==> src/rtl/exe_unit_w2.sv <==
// Handshaked execution unit: single-cycle ALU ops plus iterative SHL/MUL,
// result and status held in DONE until the consumer takes them.
module exe_unit_w2 #(
   parameter int M = 8,
   parameter int N = 3
) (
   input  logic         i_clk,
   input  logic         i_rst,
   input  logic         i_valid,
   output logic         o_ready,
   input  logic [N-1:0] i_oper,
   input  logic [M-1:0] i_argA,
   input  logic [M-1:0] i_argB,
   output logic         o_valid,
   input  logic         i_ready,
   output logic [M-1:0] o_result,
   output logic [3:0]   o_status
);

   localparam int SW = $clog2(M);
   localparam int CW = $clog2(M + 1);

   localparam logic [1:0] ST_IDLE = 2'd0;
   localparam logic [1:0] ST_BUSY = 2'd1;
   localparam logic [1:0] ST_DONE = 2'd2;

   localparam logic [N-1:0] OP_ADD = N'(0);
   localparam logic [N-1:0] OP_SUB = N'(1);
   localparam logic [N-1:0] OP_AND = N'(2);
   localparam logic [N-1:0] OP_OR  = N'(3);
   localparam logic [N-1:0] OP_XOR = N'(4);
   localparam logic [N-1:0] OP_SHL = N'(5);
   localparam logic [N-1:0] OP_MUL = N'(6);

   logic [1:0]     state_q, state_d;
   logic [N-1:0]   op_q, op_d;
   logic [2*M-1:0] work_q, work_d;   // shifted operand (SHL) or multiplicand (MUL)
   logic [M-1:0]   mplr_q, mplr_d;
   logic [2*M-1:0] acc_q, acc_d;
   logic [CW-1:0]  cnt_q, cnt_d;
   logic           sovf_q, sovf_d;
   logic [M-1:0]   result_q, result_d;
   logic [3:0]     status_q, status_d;

   logic [M-1:0]   sum, diff, sc_res, fin_res;
   logic [SW-1:0]  shamt;
   logic           sc_ovf, sc_ill, sc_multi, fin_ovf;
   logic [2*M-1:0] acc_nx;

   always_comb begin
      state_d  = state_q;
      op_d     = op_q;
      work_d   = work_q;
      mplr_d   = mplr_q;
      acc_d    = acc_q;
      cnt_d    = cnt_q;
      sovf_d   = sovf_q;
      result_d = result_q;
      status_d = status_q;
      sc_res   = '0;
      sc_ovf   = 1'b0;
      sc_ill   = 1'b0;
      sc_multi = 1'b0;
      fin_res  = '0;
      fin_ovf  = 1'b0;
      acc_nx   = acc_q;
      sum      = i_argA + i_argB;
      diff     = i_argA - i_argB;
      shamt    = i_argB[SW-1:0];

      case (state_q)
         ST_IDLE: begin
            if (i_valid) begin
               op_d = i_oper;
               case (i_oper)
                  OP_ADD: begin
                     sc_res = sum;
                     sc_ovf = (i_argA[M-1] == i_argB[M-1]) && (sum[M-1] != i_argA[M-1]);
                  end
                  OP_SUB: begin
                     sc_res = diff;
                     sc_ovf = (i_argA[M-1] != i_argB[M-1]) && (diff[M-1] != i_argA[M-1]);
                  end
                  OP_AND: sc_res = i_argA & i_argB;
                  OP_OR:  sc_res = i_argA | i_argB;
                  OP_XOR: sc_res = i_argA ^ i_argB;
                  OP_SHL: begin
                     if (shamt == '0) begin
                        sc_res = i_argA;
                     end else begin
                        sc_multi = 1'b1;
                        work_d   = {{M{1'b0}}, i_argA};
                        cnt_d    = CW'(shamt);
                        sovf_d   = 1'b0;
                     end
                  end
                  OP_MUL: begin
                     sc_multi = 1'b1;
                     work_d   = {{M{1'b0}}, i_argA};
                     mplr_d   = i_argB;
                     acc_d    = '0;
                     cnt_d    = CW'(M);
                     sovf_d   = 1'b0;
                  end
                  default: sc_ill = 1'b1;
               endcase

               if (sc_multi) begin
                  state_d = ST_BUSY;
               end else begin
                  state_d  = ST_DONE;
                  result_d = sc_res;
                  status_d = {sc_ill, sc_ovf, sc_res[M-1], sc_res == '0};
               end
            end
         end

         ST_BUSY: begin
            cnt_d = cnt_q - CW'(1);
            if (op_q == OP_SHL) begin
               // Bit M-1 leaves the result on this step; remember any lost 1.
               work_d  = work_q << 1;
               sovf_d  = sovf_q | work_q[M-1];
               fin_res = work_d[M-1:0];
               fin_ovf = sovf_d;
            end else begin
               acc_nx  = mplr_q[0] ? (acc_q + work_q) : acc_q;
               acc_d   = acc_nx;
               work_d  = work_q << 1;
               mplr_d  = mplr_q >> 1;
               fin_res = acc_nx[M-1:0];
               fin_ovf = |acc_nx[2*M-1:M];
            end
            if (cnt_q == CW'(1)) begin
               state_d  = ST_DONE;
               result_d = fin_res;
               status_d = {1'b0, fin_ovf, fin_res[M-1], fin_res == '0};
            end
         end

         ST_DONE: begin
            if (i_ready) state_d = ST_IDLE;
         end

         default: state_d = ST_IDLE;
      endcase
   end

   always_ff @(posedge i_clk) begin
      if (i_rst) begin
         state_q  <= ST_IDLE;
         op_q     <= '0;
         work_q   <= '0;
         mplr_q   <= '0;
         acc_q    <= '0;
         cnt_q    <= '0;
         sovf_q   <= 1'b0;
         result_q <= '0;
         status_q <= '0;
      end else begin
         state_q  <= state_d;
         op_q     <= op_d;
         work_q   <= work_d;
         mplr_q   <= mplr_d;
         acc_q    <= acc_d;
         cnt_q    <= cnt_d;
         sovf_q   <= sovf_d;
         result_q <= result_d;
         status_q <= status_d;
      end
   end

   assign o_ready  = (state_q == ST_IDLE);
   assign o_valid  = (state_q == ST_DONE);
   assign o_result = result_q;
   assign o_status = status_q;

endmodule
==> config.mk <==
export PLATFORM = sky130hd
export DESIGN_NAME = exe_unit_w2
export DESIGN_NICKNAME = d
export VERILOG_FILES = /design/src/rtl/exe_unit_w2.sv
export SDC_FILE = /design/constraint.sdc
export NUM_CORES = 1
export LEC_CHECK = 0
export CORE_ASPECT_RATIO = 1.2
export CORE_MARGIN = 1.5
export CORE_UTILIZATION = 60
export CTS_CLUSTER_DIAMETER = 80
export CTS_CLUSTER_SIZE = 16
export DETAILED_ROUTE_END_ITERATION = 16
export PLACE_DENSITY = 0.8
export SYNTH_ARGS = -nofsm -noshare
export SYNTH_HDL_FRONTEND = slang
export SYNTH_SLANG_ARGS = --single-unit
==> constraint.sdc <==
create_clock -name i_clk -period 3.4 [get_ports i_clk]
set_input_delay 0.34 -clock i_clk [delete_from_list [all_inputs] [get_ports i_clk]]
set_output_delay 0.34 -clock i_clk [all_outputs]
set_load 0.01 [all_outputs]
==> summary.log <==
[outcome] run status finished clean
[pwr] total net switching power 0.6082 mW
[sta] post-route fraction of the period consumed by the critical path 91.18%
[sta] skew final 8.880 ps
[route] number of vias after detailed routing 4899
[place] Setup WS pre-CTS 25.09 ps
[synth] Seq/Total Area, Yosys 25.46%
[hold_path] worst hold-check path type primary input to flop
[clock_network] CTS max path bufs 2
[sta] max-slew violations 0
[global_routing] largest net degree at the start of global routing 59
[pwr] Leak Pwr 2.266 nW
[synth] xor and xnor fraction of the mapped netlist area 1.826%
[sta] Worst Slack Setup Final 299.8 ps
[critical_path] Crit path arrival time 3310 ps
[synth] cell with the most instances after synthesis nor2_1
[clock_network] TritonCTS Buffers 9
[place] final HPWL from detailed placement 10690 microns
[sta] Peak Freq 322.6 MHz
[cells_and_area] Final Core Density 70.78%
[sta] total negative setup slack 0 ps
[floorplanning] Die Y 101.0 microns
[route] first-iteration detailed-routing DRC count 414
[synth] largest area contributor in the synthesized netlist dfxtp_1
[cells_and_area] area growth from synthesis to layout 13.72%
[clock_network] Clock Pin Slew Worst Setup and Hold Paths 70 ps
[sta] minimum clock period after layout 3100 ps
[pwr] switching share of power 32.35%
[synth] dominant combinational cell family by area after synthesis compound AO/OA/AOI/OAI gates
[place] placer congestion estimate 0.9266
[sta] setup repair after global routing missed its margin no
[synth] #FFs+latches synth 61
[route] vias per std cell 6.463
[route] First-pass DRT Iterations 5
[floorplanning] Die ar. 0.008543 sq mm
[critical_path] largest fanout on the critical path 4
[floorplanning] Cell Rows 35
[sta] Setup violations, final 0
[global_routing] first-pass GRT wire length 22640 microns
[clock_network] number of clock sinks 61
[critical_path] type of the worst setup path primary input to flop
[synth] leading cell types by count after synthesis nor2_1 (80), nand2_1 (66), dfxtp_1 (61), a21oi_1 (46), ha_1 (40)
[clock_network] H-tree level count 3
[floorplanning] Starting Density 62.24%
[synth] Yosys top cell area share 25.46%
[pwr] Worst IR Drop VDD 0.2541 mV
[clock_network] buffers inserted during post-CTS setup optimization 0
[cells_and_area] antenna fix cells 0
[route] count of antenna-violating nets left after detailed routing 0
[route] wire length after detailed routing 14010 microns
[cells_and_area] proportion of layout cells with a drive suffix above 1 7.057%
[job] max-cap viol count 0
[pwr] relative contribution of sequential cells to total power 41.3%
[clock_network] cell chosen for the clock root clkbuf_8
[cells_and_area] Nets 727
[synth] Net Count, Synth 698
[place] Port Buffers 36
[synth] Netlist Area Pre-Place 0.004797 sq mm
[sta] Slew @ Worst Pin 1094 ps
[clock_network] clock latency reported for the late side of the worst-skew pair 350 ps
[sta] number of endpoints with negative hold slack in the final report 0
[synth] distinct cell type count of the synthesized netlist 74
[synth] number of synthesized flops with an enable pin 0
[pwr] Clk pwr share 35.0%
[critical_path] CP Data Required Time 3610 ps
[synth] total number of yosys warnings 0
[synth] proportion of register bits with asynchronous set or reset after synthesis 0%
[floorplanning] area of the placeable core 0.007707 sq mm
[floorplanning] total I/O pin count 37
[critical_path] type of element capturing the critical path flop
[critical_path] startpoint class of the critical path primary input
[synth] multiplexer share of the synthesized area 2.817%
[sta] remaining max-slew budget at the tightest pin 26.60%
[global_routing] via count of the first global-routing pass 4654
[clock_network] TritonCTS clock tree built
[global_routing] total gr overflow 0
[synth] top flip-flop cell by instance count after synthesis dfxtp_1
[clock_network] number of gates resized after CTS 0
[route] DRC violation count after routing 0
[synth] Post-Syn Area per Cell 7.590 sq um
[pwr] Comb power frac 23.7%
[global_routing] antenna violations before repair 0
[synth] post-synthesis adder-cell area fraction 11.68%
[route] per-cell routed wire length 18.49 microns
[floorplanning] Chip Width 84.63 microns
[pwr] Int Pwr 1.272 mW
[synth] top cells by area in the synthesized netlist dfxtp_1 (25%), ha_1 (10%), nor2_1 (6.3%), nand2_1 (5.2%), a21oi_1 (4.8%)
[pwr] Pwr Density 344.7 mW/mm^2
[synth] fraction of the mapped netlist area in compound gates 28.74%
[synth] synthesized instance count 632
[global_routing] global-route usage over all layers 33.47%
[clock_network] CTS Hold Buffers Added 0
[synth] post-synthesis share of cell area spent on and, or, nand and nor gates 23.21%
==> power groups by stage <==
stage / combinational [mW] / clock [mW] / sequential, mW
finish: 0.446 / 0.658 / 0.777
global route: 0.486 / 0.690 / 0.780
CTS: 0.439 / 0.662 / 0.776
detailed placement: 0.435 / 0 / 0.792
global placement: 0.427 / 0 / 0.791
floorplan: 0.282 / 0 / 0.785
==> metrics by stage <==
step           instances  cell area (sq um)  total power, mW  hold WS [ps]
2_1_floorplan        632               4797            1.068         444.5
3_3_place_gp         742               5255            1.218         453.7
3_5_place_dp         742               5255            1.227         453.8
4_1_cts              758               5455            1.877         345.0
5_1_grt              758               5455            1.956         373.0
6_report             758               5455            1.880         372.1
==> sequential cells by signal, indices dropped and copies added, names as in the netlist <==
signal	cells
o_result	7
cnt_q	4
state_q	2
acc_q	16
o_status	4
mplr_q	8
work_q	16
sovf_q	1
op_q	3
==> placed cells by master (no fill, tap or decap), types with 8 or more instances in the layout <==
master / n
nor2_1: 80
nand2_1: 66
dfxtp_1: 61
a21oi_1: 46
ha_1: 40
inv_1: 37
clkdlybuf4s50_1: 35
buf_4: 19
a22oi_1: 17
a311oi_1: 17
o21ai_1: 14
nor3_1: 13
nand3_1: 13
o21ai_0: 13
a211oi_1: 13
nand2b_1: 11
mux2i_1: 9
clkbuf_8: 9
nor2b_1: 8
or3_1: 8
a21o_1: 8
xnor2_1: 8
==> critical path, stage by stage <==
cell and delay, ps:
clkdlybuf4s50_1 480, inv_1 100, ha_1 340, a21o_1 220
a211oi_1 410, o21ai_1 150, and3_1 180, a2111oi_0 360
o21ai_0 220, a2111oi_0 370, a21oi_1 140
==> kinds of logic (layout without fill, tap and decap cells) <==
family,after synthesis,count (layout)
and+or+nand+nor,235,235
buffers and inverters,75,109
muxes,13,13
adders and majority gates,43,43
DFF,61,61
AOI/OAI and AO/OA,195,195
xor gates and xnor gates,10,10
==> layer usage <==
metal | routed length (microns) | global-route usage, % | part of all wire, % | vias up
met5 | 0 | 0 | 0 | -
met4 | 525 | 17.25 | 3.7 | 0
met3 | 645 | 4.095 | 4.6 | 41
met2 | 7189 | 60.99 | 51 | 176
met1 | 5652 | 38.22 | 40 | 2317
li1 | - | - | - | 2365
==> layout make-up <==
type	instances	area [sq um]
multi-input combinational	496	3278
fill	623	2252
sequential	61	1221
timing repair buffer	55	498.0
inverter	38	142.6
clock buffer	9	123.9
tap	92	115.1
clock inverter	7	76.32
==> path summary, 6_finish.rpt <==
path	start	end	slack, ps	depth (start not counted)
setup / recovery	i_argB[1]	o_status[2]	300	11
hold / removal	i_rst	acc_q[13]	370	3
setup reg to reg	work_q[0]	o_status[2]	340	11
hold reg to reg	o_result[3]	o_result[3]	460	2
Note: power is estimated with default switching activity, not from simulation.
